--- src/rtl/body_pixel_mapper_if.sv ---
`default_nettype none
// ============================================================================
// Module   : body_pixel_mapper_if
// Purpose  : Valid/ready record stream (idx, px, py, last) to the sprite buffer.
// Revision : 1.0
// ============================================================================
interface body_pixel_mapper_if #(
    parameter int ADDR_W = 9,
    parameter int PIX_W  = 10
) ();
    logic              out_valid;
    logic              out_ready;
    logic [ADDR_W-1:0] out_idx;
    logic [PIX_W-1:0]  out_px;
    logic [PIX_W-1:0]  out_py;
    logic              out_last;

    modport master (
        output out_valid, out_idx, out_px, out_py, out_last,
        input  out_ready
    );

    modport slave (
        input  out_valid, out_idx, out_px, out_py, out_last,
        output out_ready
    );
endinterface
`default_nettype wire

--- src/rtl/body_pixel_mapper.sv ---
`default_nettype none
// ============================================================================
// Module   : body_pixel_mapper
// Purpose  : Scans binary64 body positions and streams on-screen pixel records.
// Revision : 1.0
// ============================================================================
module body_pixel_mapper #(
    parameter int BODIES          = 512,
    parameter int DATA_WIDTH      = 64,
    parameter int BODY_ADDR_WIDTH = $clog2(BODIES),
    parameter int SCREEN_W        = 640,
    parameter int SCREEN_H        = 480,
    parameter int PIX_W           = 10,
    parameter int SCALE_SHIFT     = 0
) (
    input  logic                       clk,
    input  logic                       rst,
    input  logic                       start,
    input  logic [BODY_ADDR_WIDTH-1:0] num_bodies,
    output logic [BODY_ADDR_WIDTH-1:0] ram_addr,
    input  logic [DATA_WIDTH-1:0]      ram_x,
    input  logic [DATA_WIDTH-1:0]      ram_y,
    body_pixel_mapper_if.master        rec,
    output logic                       busy,
    output logic                       done,
    output logic [BODY_ADDR_WIDTH:0]   drop_count
);

    localparam int                     c_BIAS = 1023 + SCALE_SHIFT;
    localparam logic signed [PIX_W+1:0] c_CX  = (PIX_W+2)'(SCREEN_W / 2);
    localparam logic signed [PIX_W+1:0] c_CY  = (PIX_W+2)'(SCREEN_H / 2);
    localparam logic signed [PIX_W+1:0] c_XMAX = (PIX_W+2)'(SCREEN_W - 1);
    localparam logic signed [PIX_W+1:0] c_YMAX = (PIX_W+2)'(SCREEN_H - 1);

    typedef enum logic [2:0] {
        S_IDLE  = 3'd0,
        S_READ  = 3'd1,
        S_LATCH = 3'd2,
        S_CONV  = 3'd3,
        S_EMIT  = 3'd4,
        S_FIN   = 3'd5
    } state_t;

    state_t                     r_state;
    state_t                     w_next;
    logic [BODY_ADDR_WIDTH-1:0] r_num;
    logic [BODY_ADDR_WIDTH-1:0] r_idx;
    logic [BODY_ADDR_WIDTH-1:0] r_addr;
    logic [DATA_WIDTH-1:0]      r_x;
    logic [DATA_WIDTH-1:0]      r_y;
    logic                       r_valid;
    logic [BODY_ADDR_WIDTH-1:0] r_out_idx;
    logic [PIX_W-1:0]           r_px;
    logic [PIX_W-1:0]           r_py;
    logic                       r_last;
    logic                       r_busy;
    logic                       r_done;
    logic [BODY_ADDR_WIDTH:0]   r_drop;

    logic [PIX_W+2:0]           w_cx;
    logic [PIX_W+2:0]           w_cy;
    logic signed [PIX_W+1:0]    w_vx;
    logic signed [PIX_W+1:0]    w_vy;
    logic signed [PIX_W+1:0]    w_px;
    logic signed [PIX_W+1:0]    w_py;
    logic                       w_ok;
    logic                       w_is_last;
    logic                       w_hs;
    logic [BODY_ADDR_WIDTH-1:0] w_idx_inc;

    // Returns {ok, signed value}; magnitude is truncated toward zero.
    function automatic logic [PIX_W+2:0] conv_word(input logic [DATA_WIDTH-1:0] d);
        logic [10:0]      ex;
        logic [52:0]      sig;
        logic [PIX_W+1:0] mag;
        logic             ok;
        int               e;
        ex  = d[62:52];
        sig = {1'b1, d[51:0]};
        e   = int'(ex) - c_BIAS;
        mag = '0;
        ok  = 1'b1;
        if (ex == 11'h7FF) begin
            ok = 1'b0;
        end else if (ex != 11'd0 && e > PIX_W) begin
            ok = 1'b0;
        end else if (ex != 11'd0 && e >= 0) begin
            sig = sig >> (52 - e);
            mag = {1'b0, sig[PIX_W:0]};
        end
        return {ok, (d[DATA_WIDTH-1] ? -mag : mag)};
    endfunction

    always_comb begin
        w_cx      = conv_word(r_x);
        w_cy      = conv_word(r_y);
        w_vx      = $signed(w_cx[PIX_W+1:0]);
        w_vy      = $signed(w_cy[PIX_W+1:0]);
        w_px      = w_vx + c_CX;
        w_py      = c_CY - w_vy;
        w_ok      = w_cx[PIX_W+2] && w_cy[PIX_W+2] &&
                    !w_px[PIX_W+1] && (w_px <= c_XMAX) &&
                    !w_py[PIX_W+1] && (w_py <= c_YMAX);
        w_is_last = (r_idx == r_num - 1'b1);
        w_hs      = r_valid && rec.out_ready;
        w_idx_inc = r_idx + 1'b1;
    end

    always_ff @(posedge clk) begin
        if (rst) begin
            r_state <= S_IDLE;
        end else begin
            r_state <= w_next;
        end
    end

    always_comb begin
        w_next = r_state;
        case (r_state)
            S_IDLE:  if (start) w_next = (num_bodies == '0) ? S_FIN : S_READ;
            S_READ:  w_next = S_LATCH;
            S_LATCH: w_next = S_CONV;
            S_CONV:  w_next = w_ok ? S_EMIT : (w_is_last ? S_FIN : S_READ);
            S_EMIT:  if (w_hs) w_next = w_is_last ? S_FIN : S_READ;
            S_FIN:   w_next = S_IDLE;
            default: w_next = S_IDLE;
        endcase
    end

    // ram_addr is loaded on entry to READ so the RAM word lands during LATCH.
    always_ff @(posedge clk) begin
        if (rst) begin
            r_num     <= '0;
            r_idx     <= '0;
            r_addr    <= '0;
            r_x       <= '0;
            r_y       <= '0;
            r_valid   <= 1'b0;
            r_out_idx <= '0;
            r_px      <= '0;
            r_py      <= '0;
            r_last    <= 1'b0;
            r_busy    <= 1'b0;
            r_done    <= 1'b0;
            r_drop    <= '0;
        end else begin
            r_done <= 1'b0;
            case (r_state)
                S_IDLE: begin
                    if (start) begin
                        r_num  <= num_bodies;
                        r_idx  <= '0;
                        r_addr <= '0;
                        r_drop <= '0;
                        r_busy <= 1'b1;
                    end
                end
                S_LATCH: begin
                    r_x <= ram_x;
                    r_y <= ram_y;
                end
                S_CONV: begin
                    if (w_ok) begin
                        r_valid   <= 1'b1;
                        r_out_idx <= r_idx;
                        r_px      <= w_px[PIX_W-1:0];
                        r_py      <= w_py[PIX_W-1:0];
                        r_last    <= w_is_last;
                    end else begin
                        if (r_drop != '1) r_drop <= r_drop + 1'b1;
                        if (!w_is_last) begin
                            r_idx  <= w_idx_inc;
                            r_addr <= w_idx_inc;
                        end
                    end
                end
                S_EMIT: begin
                    if (w_hs) begin
                        r_valid <= 1'b0;
                        if (!w_is_last) begin
                            r_idx  <= w_idx_inc;
                            r_addr <= w_idx_inc;
                        end
                    end
                end
                S_FIN: begin
                    r_done <= 1'b1;
                    r_busy <= 1'b0;
                end
                default: ;
            endcase
        end
    end

    assign ram_addr      = r_addr;
    assign rec.out_valid = r_valid;
    assign rec.out_idx   = r_out_idx;
    assign rec.out_px    = r_px;
    assign rec.out_py    = r_py;
    assign rec.out_last  = r_last;
    assign busy          = r_busy;
    assign done          = r_done;
    assign drop_count    = r_drop;

endmodule
`default_nettype wire

--- src/flat_wrapper.sv ---
// flat-port wrapper written by rule: the top's interface ports become plain ports
module body_pixel_mapper_flat 
#(
    parameter int BODIES          = 512,
    parameter int DATA_WIDTH      = 64,
    parameter int BODY_ADDR_WIDTH = $clog2(BODIES),
    parameter int SCREEN_W        = 640,
    parameter int SCREEN_H        = 480,
    parameter int PIX_W           = 10,
    parameter int SCALE_SHIFT     = 0
)
  (clk, rst, start, num_bodies, ram_addr, ram_x, ram_y, busy, done, drop_count, rec_out_valid, rec_out_idx, rec_out_px, rec_out_py, rec_out_last, rec_out_ready);
  body_pixel_mapper_if #(.ADDR_W((9)), .PIX_W(PIX_W)) rec_i ();
  input  logic clk;
  input  logic rst;
  input  logic start;
  input  logic [BODY_ADDR_WIDTH-1:0] num_bodies;
  output logic [BODY_ADDR_WIDTH-1:0] ram_addr;
  input  logic [DATA_WIDTH-1:0] ram_x;
  input  logic [DATA_WIDTH-1:0] ram_y;
  output logic busy;
  output logic done;
  output logic [BODY_ADDR_WIDTH:0] drop_count;
  output wire logic [$bits(rec_i.out_valid)-1:0] rec_out_valid;
  output wire logic [$bits(rec_i.out_idx)-1:0] rec_out_idx;
  output wire logic [$bits(rec_i.out_px)-1:0] rec_out_px;
  output wire logic [$bits(rec_i.out_py)-1:0] rec_out_py;
  output wire logic [$bits(rec_i.out_last)-1:0] rec_out_last;
  input wire logic [$bits(rec_i.out_ready)-1:0] rec_out_ready;
  assign rec_out_valid = rec_i.out_valid;
  assign rec_out_idx = rec_i.out_idx;
  assign rec_out_px = rec_i.out_px;
  assign rec_out_py = rec_i.out_py;
  assign rec_out_last = rec_i.out_last;
  assign rec_i.out_ready = rec_out_ready;
  body_pixel_mapper #(.BODIES(BODIES), .DATA_WIDTH(DATA_WIDTH), .BODY_ADDR_WIDTH(BODY_ADDR_WIDTH), .SCREEN_W(SCREEN_W), .SCREEN_H(SCREEN_H), .PIX_W(PIX_W), .SCALE_SHIFT(SCALE_SHIFT)) u_core (.clk(clk), .rst(rst), .start(start), .num_bodies(num_bodies), .ram_addr(ram_addr), .ram_x(ram_x), .ram_y(ram_y), .rec(rec_i), .busy(busy), .done(done), .drop_count(drop_count));
endmodule
--- config.mk ---
export PLATFORM = sky130hd
export DESIGN_NAME = body_pixel_mapper_flat
export DESIGN_NICKNAME = d
export VERILOG_FILES = /design/src/rtl/body_pixel_mapper_if.sv /design/src/rtl/body_pixel_mapper.sv /design/src/flat_wrapper.sv
export SDC_FILE = /design/constraint.sdc
export NUM_CORES = 1
export LEC_CHECK = 0
export ABC_AREA = 1
export CAP_MARGIN = 20
export CELL_PAD_IN_SITES_DETAIL_PLACEMENT = 0
export CELL_PAD_IN_SITES_GLOBAL_PLACEMENT = 1
export CORE_MARGIN = 5
export CORE_UTILIZATION = 35
export CTS_CLUSTER_SIZE = 25
export DETAILED_ROUTE_END_ITERATION = 12
export PLACE_DENSITY = 0.85
export RECOVER_POWER = 50
export SLEW_MARGIN = 15
export SYNTH_ARGS = -nofsm -noshare
export SYNTH_HDL_FRONTEND = slang
export SYNTH_SLANG_ARGS = --single-unit
--- constraint.sdc ---
create_clock -name clk -period 6.4 [get_ports clk]
set_input_delay 1.28 -clock clk [delete_from_list [all_inputs] [get_ports clk]]
set_output_delay 1.28 -clock clk [all_outputs]
set_load 0.05 [all_outputs]
Word-level counts from Yosys, hierarchy flattened
Index checks and enable logic that the tools add are counted.

operators by class
  $lt $le $gt $ge = 6
  reduce and logical (&&, ||, !) cells = 27
  $add $sub $neg = 11
  multiplexer cells = 37
  shifts and indexed selects = 2
  equal/unequal tests = 14

operator list
  operator                                                            count
  right shift 53 x 32 -> 11 bit                                       2
  2-to-1 mux 12 bit                                                   6
  greater-or-equal comparator 32 x 1 -> 1 bit, second input constant  2
  > comparator 32 x 5 -> 1 bit, second input constant                 2
  subtractor 7 x 32 -> 32 bit, first input constant                   2
  2-to-1 mux 9 bit                                                    7
  case mux 9 bit (3 select lines)                                     2
  2-to-1 mux 10 bit                                                   3
  negation 12 bit                                                     2
  subtractor 11 x 10 -> 12 bit, second input constant                 2
  equality test 11 bit, second input constant                         2
  2-to-1 mux 11 bit                                                   2
  nonzero test 11 bit                                                 2
  case mux 10 bit (2 select lines)                                    1
  2-to-1 mux 3 bit                                                    5
  case mux 3 bit (5 select lines)                                     1
  adder 12 x 10 -> 12 bit, second input constant                      1
  less-or-equal comparator 12 x 10 -> 1 bit, second input constant    1
  less-or-equal comparator 12 x 11 -> 1 bit, second input constant    1
  subtractor 9 x 12 -> 12 bit, first input constant                   1
  adder 10 x 1 -> 10 bit, second input constant                       1
  logical AND 1 bit                                                   10
  inequality test 10 bit, second input constant                       1
  adder 9 x 1 -> 9 bit, second input constant                         1
  other kinds (17)                                                    37

storage, ports and cells
  register bits = 201
  output and inout bits = 52
  input bits = 141

Logic depth before layout (Yosys ltp)
  word-level depth = 16
  mapped depth = 57
  depth with buffers taken out = 56

Worst setup path after synthesis
OpenSTA, ideal clock, no wires.

  kind = flip-flop to flip-flop
  from = register u_core.r_y[52]
  to = register u_core.r_out_idx[7] (netlist: u_core.rec.out_idx[7])
  stages on the path, launching flop included = 53
  required time = 6.330 ns
  data arrival time = 6.988 ns
  library setup time = 0.070 ns
  slack = -0.657 ns
  period minus slack after synthesis = 7.057 ns
  cells stage by stage = dfxtp_1 inv_2 clkbuf_1 clkbuf_1 buf_1 ha_1 inv_1 nand2_1 nand2_1 nand2_1 nand3_1 nand2_1 nor3_1 nand3_1 ha_1 nand4_1 nor2_1 nand2_1 (+17 left out) inv_1 ha_1 inv_1 nor2_1 nand3_1 nand2_1 nor2_2 nand3_1 nand2_1 nand2_1 nand2_1 nand3_1 nor2_2 nand2_1 nor2_1 buf_2 nand2_1 a21oi_1

on the way
  cells in the longest elaborated chain, start to end = 13
  elaborated cells on any way between the ends = 25
  those cells by class = add/sub (4); order compare (3); eq/ne (1); shift (1); mux (6); reduce/logical (10)

ends and longest elaborated chain
  what                                                                                  RTL line                  source
  start, declared                                                                       body_pixel_mapper.sv:50   logic [DATA_WIDTH-1:0] r_y;
  start signal, assigned                                                                body_pixel_mapper.sv:160  r_y <= ram_y;
  parallel branches: the longest is 11 deep, another holds subtractor 7 x 32 -> 32 bit  n/a
  logical AND 1 bit *                                                                   body_pixel_mapper.sv:103  !w_py[PIX_W+1] && (w_py <= c_YMAX);
  AND reduction 2 bit (no source line) *                                                n/a
  end signal, assigned                                                                  body_pixel_mapper.sv:165  r_out_idx <= r_idx;
  end, declared                                                                         body_pixel_mapper.sv:52   logic [BODY_ADDR_WIDTH-1:0] r_out_idx;

Mark *: on every way between the ends.
A chain may end at the register's enable or synchronous reset.

Final worst setup path
  from = register u_core.r_y[52]
  to = register u_core.r_idx[2]

on the way
  cells in the longest elaborated chain, start to end = 14
  elaborated cells on any way between the ends = 26
  those cells by class = add/sub (4); order compare (3); eq/ne (2); shift (1); mux (6); reduce/logical (10)

ends and longest elaborated chain
  what                                                                                               RTL line                                          source
  subtractor 11 x 10 -> 12 bit                                                                       body_pixel_mapper.sv:80                           e = int'(ex) - c_BIAS;
  subtractor 7 x 32 -> 32 bit or greater-or-equal comparator 32 x 1 -> 1 bit (tied branches)         body_pixel_mapper.sv:88, body_pixel_mapper.sv:87
  right shift 53 x 32 -> 11 bit or logical AND 1 bit (tied branches)                                 body_pixel_mapper.sv:88, body_pixel_mapper.sv:87
  2-to-1 mux 11 bit                                                                                  body_pixel_mapper.sv:87                           end else if (ex != 11'd0 && e >= 0) begin
  2-to-1 mux 12 bit                                                                                  body_pixel_mapper.sv:85                           end else if (ex != 11'd0 && e > PIX_W) begin
  2-to-1 mux 12 bit *                                                                                body_pixel_mapper.sv:83                           if (ex == 11'h7FF) begin
  negation 12 bit                                                                                    body_pixel_mapper.sv:91                           return {ok, (d[DATA_WIDTH-1] ? -mag : mag)};
  2-to-1 mux 12 bit *                                                                                body_pixel_mapper.sv:91
  via u_core.w_cy[0]                                                                                 body_pixel_mapper.sv:61                           logic [PIX_W+2:0] w_cy;
  subtractor 9 x 12 -> 12 bit *                                                                      body_pixel_mapper.sv:100                          w_py = c_CY - w_vy;
  parallel branches: the longest is 2 deep, another holds less-or-equal comparator 12 x 10 -> 1 bit  n/a
  logical AND 1 bit *                                                                                body_pixel_mapper.sv:103
  inequality test 2 bit (no source line) *                                                           n/a
  AND reduction 4 bit (no source line) *                                                             n/a
  end signal, assigned                                                                               body_pixel_mapper.sv:172                          r_idx <= w_idx_inc;
  end signal, assigned                                                                               body_pixel_mapper.sv:181                          r_idx <= w_idx_inc;
  end, declared                                                                                      body_pixel_mapper.sv:47                           logic [BODY_ADDR_WIDTH-1:0] r_idx;

Mark *: on every way through the listed nets, which the timed path passes.

==> key figures <==
Worst setup path
  – Crit path max fanout: 7
  – Critical R2R Launch: u_core.r_y[52]
  – Critical Path RT: 6.79 ns
  – Nature of the critical path endpoint: flop
  – Worst Path Arrival: 6.43 ns
  – Top delay family on crit path: simple AND/OR/NAND/NOR gates
  – Crit start category: flop
  – Most Frequent Cell on Critical Path: nor2_4
  – Crit Reg-Reg Endpoint: u_core.r_idx[2]
  – Reg2reg path depth: 49
  – CP peak stage delay: 0.40 ns
  – Buf/Inv on CP: 13
  – Slowest CP cell: dfxtp_4
  – Register-to-Register Setup Slack: 0.36 ns
  – Crit path kind: reg2reg
  – WP depth: 49

Drt
  – Via Count: 16,002
  – Final WL: 46,500 µm
  – DRC: 0
  – Avg WL per Cell: 15.2 µm
  – Iteration-0 DRC Markers: 968
  – First-pass DRT Iterations: 7
  – Vias per cell: between 5 and 6
  – Antenna-violating nets left: 0

Timing
  – Worst-margin pin slew: 1.10 ns
  – Setup TNS: 0 ns
  – Worst slew margin: 26.5%
  – Hold Vio Cnt, Final: 0
  – Final Max Tran Viols: 0
  – Tmin final: ~6.0 ns
  – RSZ-0062 raised after global routing: true
  – Final setup fails: 0
  – Clock Skew: 0.0161 ns
  – Fmax: 166 MHz
  – Worst hold slack: 0.438 ns
  – Tcrit/Tclk final: 94.3%

Global routing
  – Total track usage: 20.1%
  – Total grt overflow: 0
  – Global-route wire length before repair: 73,900 µm
  – Met2 global-route usage: 35.9%
  – Busiest grt layer: met2
  – Initial antenna violation count: 3
  – Largest net degree at the start of global routing: 100
  – Met3 GRT Util: between 2 and 3%
  – Met1 GRT Util: 24.7%
  – Vias in the first global route: between 15,000 and 20,000

Synth
  – Syn Area/Cell: 5.91 µm²
  – Sequential area share after synthesis: 27.8%
  – Syn Std Cell Area: 13,700 µm²
  – Post-synth EDFFs: 0
  – Top-area cell type share of the netlist area: 27.8%
  – Post-synth top area cell: dfxtp_1
  – YS warnings: 0
  – Post-Syn Nets: 2,486
  – Netlist cell types: 53
  – Count leader, synth: nand2_1
  – Ys flop type: dfxtp_1
  – Asr flop ratio synth: 0%
  – #FFs+latches synth: 190
  – Cells after Synth: between 2,000 and 2,500
  – Top cells by area, synth: dfxtp_1 28%, nand2_1 16%, nand3_1 16%, nor2_1 8.3%, o21ai_0 6.2%
  – Commonest cells in the netlist: 580 x nand2_1, 433 x nand3_1, 303 x nor2_1

Hold path
  – WHS Path Cells: 2
  – Hold Startpoint: u_core.rec.out_py[9]
  – Hold Crit Class: reg2reg
  – Hold path endpoint: u_core.rec.out_py[9]

Clocking
  – # H-tree levels: 4
  – Clk sink count: between 150 and 200
  – CTS tree: done
  – CTS Buffer Depth: 2
  – Num CTS Buffers: 17
  – CTS Root Cell: clkbuf_16
  – Worst-path clk slew: about 0.09 ns
  – Clock Latency Late Sink: approximately 0.47 ns
  – Hold Buf Count CTS: 0

Power and ir drop
  – Switching pwr: 2.38 mW
  – Clock power frac: 21.0%
  – Switching share of power: between 40% and 50%
  – VDD IR-drop max: approximately 0.23 mV
  – Final Power: around 5.3 mW
  – Power Internal: 2.96 mW
  – Combinational cell fraction of total power: 51.1%
  – Sequential cell fraction of total power: ~28%
  – LEAKAGE: ~8 nW
  – Pwr dens: about 290 nW/µm²

Place
  – Dpl hpwl: ~33,000 µm
  – Routability cong.: 0.896
  – # port buffers: 190

Final layout
  – Post-layout util: 48.2%
  – Nets@finish: between 2,000 and 3,000
  – Area growth, synth to finish: 36.2%
  – Share of cells above drive strength 1: 16.0%

Run
  – Max-Cap Viols: 0

Die
  – Core area: 38,700 µm²
  – Initial Utilization: 35.4%
  – Die Area: roughly 43,000 µm²
  – Die X: around 210 µm
  – I/O pins: 193
  – Chip Height: 208 µm
  – Num rows: 72

Status
  – Outcome: finished, final reports clean
[tightest hold or removal path: cells and delay by family, from the launching register on]
family,cells,cell delay [ns]
DFF,1,0.31
and+or+nand+nor,2,0.09
[per-stage QoR]
step	setup slack, ns	instance area, µm²	std cells
floorplan	0.00539	13700	2320
global placement	-0.0973	16500	2980
detailed placement	-0.212	16500	2980
CTS	0.00836	17300	3018
global route	-0.113	18700	3064
finish	0.364	18700	3064
[how the worst max path moves through the flow]
stage / from / endpoint / slack [ns]
final: u_core.r_y[52] / u_core.r_idx[2] / 0.36
after global placement: u_core.r_y[52] / u_core.r_idx[8] / -0.1
after CTS: u_core.r_y[52] / u_core.rec.out_py[3] / 0.008
after global routing: u_core.r_y[52] / u_core.rec.out_py[1] / -0.11
after floorplan: u_core.r_y[52] / u_core.rec.out_py[2] / 0.005
after detailed placement: u_core.r_y[52] / u_core.r_idx[5] / -0.21
[layer usage]
metal,vias to the layer above,part of all wire [%],wire length (µm)
met4,0,2.7,1240
met2,390,50,23400
met3,77,3.8,1760
met5,-,0,0
met1,7387,43,20100
li1,8148,-,-
[cells by family after synthesis]
| logic type | after synthesis | synth area share [%] |
|---|---|---|
| buffers and inverters | 293 | 8.74 |
| AOI/OAI and AO/OA | 344 | 13.2 |
| and+or+nand+nor | 1434 | 45.7 |
| xor gates and xnor gates | 34 | 2.28 |
| adders and majority gates | 25 | 2.28 |
| DFF | 190 | 27.8 |
[cell usage in the layout (no fill, tap or decap), types with 17 or more instances in the layout]
cell type / n
dlygate4sd3_1: 51
buf_4: 115
o21ai_0: 162
a21oi_1: 117
inv_2: 19
nand4_1: 50
nand3_1: 377
clkdlybuf4s50_1: 139
inv_1: 112
nand3_2: 51
xor2_1: 20
o21ai_1: 18
nor2_1: 290
dfxtp_1: 180
nand2_2: 53
clkbuf_16: 27
nand2_1: 527
nor2_4: 17
[flip-flops by register name (all words and copies together) (netlist names)]
register              count
u_core.busy               1
u_core.done               1
u_core.drop_count        10
u_core.r_idx              9
u_core.r_num              9
u_core.r_state            3
u_core.r_x               62
u_core.r_y               64
u_core.rec.out_idx        9
u_core.rec.out_last       1
u_core.rec.out_px        10
u_core.rec.out_py        10
u_core.rec.out_valid      1
[power groups by stage]
| stage | Clock [mW] | Sequential (mW) | Combinational [mW] |
|---|---|---|---|
| final | 1.12 | 1.49 | 2.73 |
| after global routing | 1.19 | 1.51 | 3.03 |
| after CTS | 1.15 | 1.48 | 2.43 |
| after detailed placement | 0 | 1.50 | 2.36 |
| after global placement | 0 | 1.50 | 2.34 |
| after floorplan | 0 | 1.51 | 1.64 |
[timing repair]
action	CTS	global route
gates cloned	3	11
buffers inserted	3	33
pin swaps	5	101
gates resized for setup	26	231
hold endpoints to repair	0	0
setup endpoints to repair	51	52
[final cells by class]
type,instances,area (µm²)
diodes,3,7.51
well taps,518,648
inverters,141,546
clock buffers,17,425
flip-flops and latches,190,3830
multi-input cells,1837,9530
clock inverters,15,178
repair buffers,343,3500
fillers,4006,20100
Power figures use the tool's default switching activity.
